**src/rtl/dmem_arbiter.sv**
```systemverilog
// dmem_arbiter: shares a single-ported multi-cycle data memory between the CPU MEM stage and a debug port,
// sequencing each access over LATENCY busy cycles and returning a one-cycle ack with registered read data.
module dmem_arbiter #(
    parameter int LATENCY    = 2,
    parameter int STARVE_MAX = 4,
    parameter int ADDR_W     = 32
) (
    input  logic              clk_i,
    input  logic              rst_i,
    input  logic              cpu_req_i,
    input  logic              cpu_we_i,
    input  logic [ADDR_W-1:0] cpu_addr_i,
    input  logic [31:0]       cpu_wdata_i,
    output logic [31:0]       cpu_rdata_o,
    output logic              cpu_ack_o,
    output logic              cpu_stall_o,
    input  logic              dbg_req_i,
    input  logic              dbg_we_i,
    input  logic [ADDR_W-1:0] dbg_addr_i,
    input  logic [31:0]       dbg_wdata_i,
    output logic [31:0]       dbg_rdata_o,
    output logic              dbg_ack_o,
    output logic              mem_en_o,
    output logic              mem_we_o,
    output logic [ADDR_W-1:0] mem_addr_o,
    output logic [31:0]       mem_wdata_o,
    input  logic [31:0]       mem_rdata_i,
    output logic              busy_o
);
    localparam int CW = LATENCY > 1 ? $clog2(LATENCY) : 1;
    localparam int SW = $clog2(STARVE_MAX + 1);

    typedef enum logic [1:0] {IDLE, BUSY, DONE} state_t;

    state_t        state;
    logic [CW-1:0] cnt;
    logic [SW-1:0] starve_cnt;
    logic          owner;
    logic          starved;
    logic          dbg_win;

    assign starved     = starve_cnt == SW'(STARVE_MAX);
    assign dbg_win     = dbg_req_i & (~cpu_req_i | starved);
    assign cpu_stall_o = cpu_req_i & ~cpu_ack_o;

    // owner: 1 = dbg holds the current transaction
    always_ff @(posedge clk_i or posedge rst_i) begin
        if (rst_i) begin
            state       <= IDLE;
            cnt         <= '0;
            starve_cnt  <= '0;
            owner       <= 1'b0;
            cpu_rdata_o <= '0;
            dbg_rdata_o <= '0;
            cpu_ack_o   <= 1'b0;
            dbg_ack_o   <= 1'b0;
            mem_en_o    <= 1'b0;
            mem_we_o    <= 1'b0;
            mem_addr_o  <= '0;
            mem_wdata_o <= '0;
            busy_o      <= 1'b0;
        end else begin
            case (state)
                IDLE: begin
                    // a dbg-pending cycle that does not grant dbg is necessarily a contested cpu grant
                    starve_cnt <= (!dbg_req_i || dbg_win) ? '0 : starve_cnt + 1'b1;
                    if (cpu_req_i || dbg_req_i) begin
                        state       <= BUSY;
                        busy_o      <= 1'b1;
                        owner       <= dbg_win;
                        cnt         <= CW'(LATENCY - 1);
                        mem_en_o    <= 1'b1;
                        mem_we_o    <= dbg_win ? dbg_we_i : cpu_we_i;
                        mem_addr_o  <= dbg_win ? dbg_addr_i : cpu_addr_i;
                        mem_wdata_o <= dbg_win ? dbg_wdata_i : cpu_wdata_i;
                    end
                end
                BUSY: begin
                    if (cnt == '0) begin
                        state       <= DONE;
                        mem_en_o    <= 1'b0;
                        mem_we_o    <= 1'b0;
                        mem_addr_o  <= '0;
                        mem_wdata_o <= '0;
                        cpu_ack_o   <= ~owner;
                        dbg_ack_o   <= owner;
                        if (!mem_we_o && owner)  dbg_rdata_o <= mem_rdata_i;
                        if (!mem_we_o && !owner) cpu_rdata_o <= mem_rdata_i;
                    end else begin
                        cnt <= cnt - 1'b1;
                    end
                end
                DONE: begin
                    state     <= IDLE;
                    busy_o    <= 1'b0;
                    cpu_ack_o <= 1'b0;
                    dbg_ack_o <= 1'b0;
                end
                default: state <= IDLE;
            endcase
        end
    end
endmodule

```
**config.mk**
```make
export PLATFORM = sky130hd
export DESIGN_NAME = dmem_arbiter
export DESIGN_NICKNAME = d
export VERILOG_FILES = /design/src/rtl/dmem_arbiter.sv
export SDC_FILE = /design/constraint.sdc
export NUM_CORES = 1
export LEC_CHECK = 0
export CAP_MARGIN = 5
export CORE_ASPECT_RATIO = 1.5
export CORE_MARGIN = 4
export CORE_UTILIZATION = 45
export DETAILED_ROUTE_END_ITERATION = 10
export HOLD_SLACK_MARGIN = 0.1
export PLACE_DENSITY_LB_ADDON = 0.25
export SETUP_SLACK_MARGIN = 0.15
export SLEW_MARGIN = 5
export SYNTH_ARGS = -nofsm -noshare
export SYNTH_HDL_FRONTEND = slang
export SYNTH_SLANG_ARGS = --single-unit
export TNS_END_PERCENT = 10
```
**constraint.sdc**
```tcl
create_clock -name clk_i -period 14.1 [get_ports clk_i]
set_input_delay 2.115 -clock clk_i [delete_from_list [all_inputs] [get_ports clk_i]]
set_output_delay 2.115 -clock clk_i [all_outputs]
set_load 0.01 [all_outputs]
```
# Yosys cells after proc, flatten, opt, wreduce, memory -nomap -nowiden
# Index checks and enable logic that the tools add are counted.
classes:
  addsub: 2
  n_eq_ne: 5
  mux: 24
  bitwise: 7
  reduce_logical: 19
ops:
  columns: ["op", "n"]
  rows:
  - ["32-bit 2-to-1 mux", 5]
  - ["32-bit one-hot mux with 2 select lines", 2]
  - ["1-bit one-hot mux with 2 select lines", 6]
  - ["2-bit AND reduction", 5]
  - ["3-bit AND reduction", 3]
  - ["1-bit 2-to-1 mux", 7]
  - ["2-bit nonzero test", 3]
  - ["2-bit 2-to-1 mux", 2]
  - ["2-bit != test (second input constant)", 2]
  - ["1-bit inverter", 4]
  - ["2-bit one-hot mux with 2 select lines", 1]
  - ["3-bit by 1-bit adder with 3-bit output (second input constant)", 1]
  - ["3-bit equality test (second input constant)", 1]
  - ["1-bit zero test", 3]
  - ["3-bit 2-to-1 mux", 1]
  - ["1-bit AND", 2]
  - ["2-bit by 1-bit equality test with 1-bit output (second input constant)", 1]
  - ["2-bit equality test (second input constant)", 1]
  - ["1-bit logical AND", 2]
  - ["2-bit zero test", 1]
  - ["1-bit logical OR", 2]
  - ["1-bit bitwise OR", 1]
  - ["1-bit subtractor (second input constant)", 1]
totals:
  ff_bits: 140
  output_inout_bits: 134

# Depth between registers and ports, before layout
logic_depth:
  ltp_word: 6
  ltp_mapped: 7
  depth_no_buf: 5

# Least setup slack after synthesis
# Ideal clock, no wire load.
synth_path:
  kind: "input port to output port"
  from: "input port cpu_req_i"
  to: "output port cpu_stall_o"
  arrival_time_ns: 2.765
  required_ns: 11.985
  slack_ns: 9.220
  stages: 3
  cell_sequence: "buf_2 > clkbuf_1 > nor2b_1"
synth_via:
  elab_chain_cells: 1
synth_lines:
  columns: ["item", "line_no", "text"]
  rows:
  - ["start, declared", "10", "input logic cpu_req_i,"]
  - ["1-bit AND", "44", "assign cpu_stall_o = cpu_req_i & ~cpu_ack_o;"]
  - ["end, declared", "16", "output logic cpu_stall_o,"]
# No other way between the ends.

# Worst setup path after layout
# Ends and elaborated chain as after synthesis.

==> flow_summary.yaml <==
drt:
  dr.pass1.iters: 4
  via_per_inst: 5.41
  drt_wl_total_mm: 18.6
  drt_iter0_markers: 227
  drc: 0
  drtAntennaViolNets: 0
  routedWlPerCell_um: 18.3
  num_vias: 5492
timing:
  worst_pin_slew_ns: 1.17
  setup_violations: 0
  finalSetupTns_ns: 0
  finalMaxSlewViolations: 0
  maxSlewHeadroom: 0.219
  hold_viol: 0
  clock_skew_ns: 0.00737
  rsz0062_at_grt: "false"
  clock.fmax_mhz: 176
  period_needed_ns: 5.67
  fin_crit_sh: 0.402
setup_path:
  worstPathRequired_ns: 11.98
  cp-start-kind: "input port"
  cp_max_fo: 74
  crit_path_end_kind: "output pin"
  cp_data_arrival_time_ns: 3.56
  crit_type: "input port to output pin"
finish:
  drive_above_1_share: 0.132
  stdcell_count: 1016
  insertedDiodeCount: 0
  multi_input_area_um2: 2610
  nets: 1006
  syn_to_final_growth_pct: 55.8
  regArea_um2: 3500
  fillCellCount: 1005
grt:
  grt_pass1_vias: 5723
  grt_usage: 0.227
  grt-ovfl-total: 0
  antenna_found_initial: 0
  grt_max_degree: 78
  grt_pass1_wl_mm: 29.3
logic_synthesis:
  synthCells: 565
  yosys.area.top_type: "dfrtp_1"
  yosysMostFrequentCell: "dfrtp_1"
  synth_fp_nets: 733
  synth.top_cell.area_share: 0.550
  synth_commonest_cells: "140 x dfrtp_1, 137 x nand2_1, 65 x a22o_1, 65 x o22ai_1, 33 x mux2_2"
  async_reset_ff_frac: 1.00
  synth_edf_count: 0
  synth_cell_type_count: 33
  ys_seq_elements: 140
  synth_flop_cell: "dfrtp_1"
  yosysWarnings: 0
  syn_area_um2: 6370
  synth_area_leaders: "dfrtp_1 55%, a22o_1 8.9%, nand2_1 8.1%"
  yosysSeqAreaShare: 0.550
  syn_area_per_cell_um2: 11.3
status:
  status: "finished, final reports clean"
power:
  seq_power_share: 0.341
  p_leak_uw: 0.00437
  clkPwrFrac: 0.203
  vdd_drop_max_v: 0.0000996
  p_int_uw: 1370
  power_uw: 2030
  pwr-share-comb: 0.455
  power.switching_uw: 662
  p_per_area_nw_per_um2: 205
  swShare: 0.326
cts:
  post_cts_buffers: 0
  cts_resized: 0
  ctsHoldBuffers: 0
  htree_levels: 4
  cts_buffer_depth: 2
  clk_pin_slew_ns: 0.05
  cts_buffers: 17
  cts_tree: "yes"
  clk_latency_ns: 0.40
  clock-sinks: 140
  root_buffer: "clkbuf_16"
min_path:
  hp-class: "flip-flop to flip-flop"
place:
  gp_congestion: 0.858
  dp_cells: 984
  post-dp-hpwl_mm: 13.6
  io_buffers: 299
floorplan:
  die-area_um2: 16200
  coreArea_um2: 13900
  ioPinCount: 300
  start_util: 0.458
  die_h_um: 154
  row_count: 53
  die_w_um: 105
job:
  maxCapViolations: 0
cells by family (layout without fill, tap and decap cells):
kind of cell / count (synthesis) / in the layout / synth area share
DFF: 140 / 140 / 0.550
AOI/OAI and AO/OA: 145 / 145 / 0.168
buffers and inverters: 57 / 343 / 0.0444
muxes: 64 / 64 / 0.131
and+or+nand+nor: 157 / 157 / 0.103
adders and majority gates: 2 / 2 / 0.00393
final timing paths:
check / slack (ns) / cells past startpoint / startpoint / endpoint
max: 8.43 / 4 / cpu_req_i / cpu_stall_o
min: 0.48 / 2 / mem_en_o$_DFFE_PP0P_ / mem_en_o$_DFFE_PP0P_
max reg2reg: 11.77 / 4 / state[0]$_DFFE_PP0P_ / cpu_rdata_o[17]$_DFFE_PP0P_
min reg2reg: 0.48 / 2 / mem_en_o$_DFFE_PP0P_ / mem_en_o$_DFFE_PP0P_
max in group asynchronous: 10.64 / 3 / rst_i / mem_addr_o[27]$_DFFE_PP0P_
min in group asynchronous: 2.20 / 2 / rst_i / cpu_rdata_o[4]$_DFFE_PP0P_
sequential cells by signal, summed over array words and instances (netlist names), 2 cells and up:
name and cells:
starve_cnt 3, cpu_rdata_o 32, state 2, mem_wdata_o 32, dbg_rdata_o 32, mem_addr_o 32
power groups by stage:
stage	Clock (µW)	Combinational [µW]	Sequential [µW]
final	413	926	694
after global routing	441	986	718
after CTS	420	940	694
after detailed placement	0	937	696
after global placement	0	914	688
after floorplan	0	396	757
worst max-delay path, stage by stage:
cell	delay, ns
buf_2	0.08
buf_4	0.53
nor2b_1	0.22
clkdlybuf4s50_1	0.57
placed cells by master, fill, tap and decap left out, types with 2 or more instances in the layout:
| cell type | instances |
|---|---|
| a21oi_1 | 2 |
| a22o_1 | 65 |
| a2bb2oi_1 | 2 |
| buf_2 | 2 |
| buf_4 | 7 |
| clkbuf_16 | 17 |
| clkdlybuf4s50_1 | 297 |
| clkinv_2 | 4 |
| clkinvlp_4 | 6 |
| dfrtp_1 | 140 |
| ha_1 | 2 |
| inv_1 | 3 |
| inv_6 | 3 |
| mux2_2 | 33 |
| mux2_4 | 30 |
| nand2_1 | 137 |
| nand4_1 | 3 |
| nor2_1 | 5 |
| nor3_1 | 2 |
| nor3b_1 | 2 |
| o21ai_0 | 7 |
| o22ai_1 | 65 |
stage by stage:
step | worst slack (ns) | utilization | hold slack (ns) | cell area (µm²)
4_1_cts | 8.42 | 0.713 | 0.485 | 9930
6_report | 8.43 | 0.713 | 0.479 | 9930
2_1_floorplan | 8.23 | - | 0.475 | 6370
5_1_grt | 8.34 | 0.713 | 0.514 | 9930
3_5_place_dp | 8.43 | 0.673 | 0.472 | 9380
3_3_place_gp | 8.48 | 0.673 | 0.471 | 9380
layer usage:
metal / global-route usage / wire, µm / share of wire / vias up
met1: 0.259 / 7040 / 0.38 / 2646
met5: 0 / 0 / 0 / -
li1: - / - / - / 2570
met2: 0.397 / 9670 / 0.52 / 245
met4: 0.0919 / 545 / 0.029 / 0
met3: 0.0651 / 1320 / 0.071 / 31
area by class of cell:
cell class	instances	area share
sequential	140	0.353
timing repair buffer	306	0.306
multi-input combinational	368	0.263
clock buffer	18	0.0432
tap	165	0.0208
clock inverter	14	0.0122
inverter	5	0.00239
No activity file was read; power rests on OpenSTA's default activity.
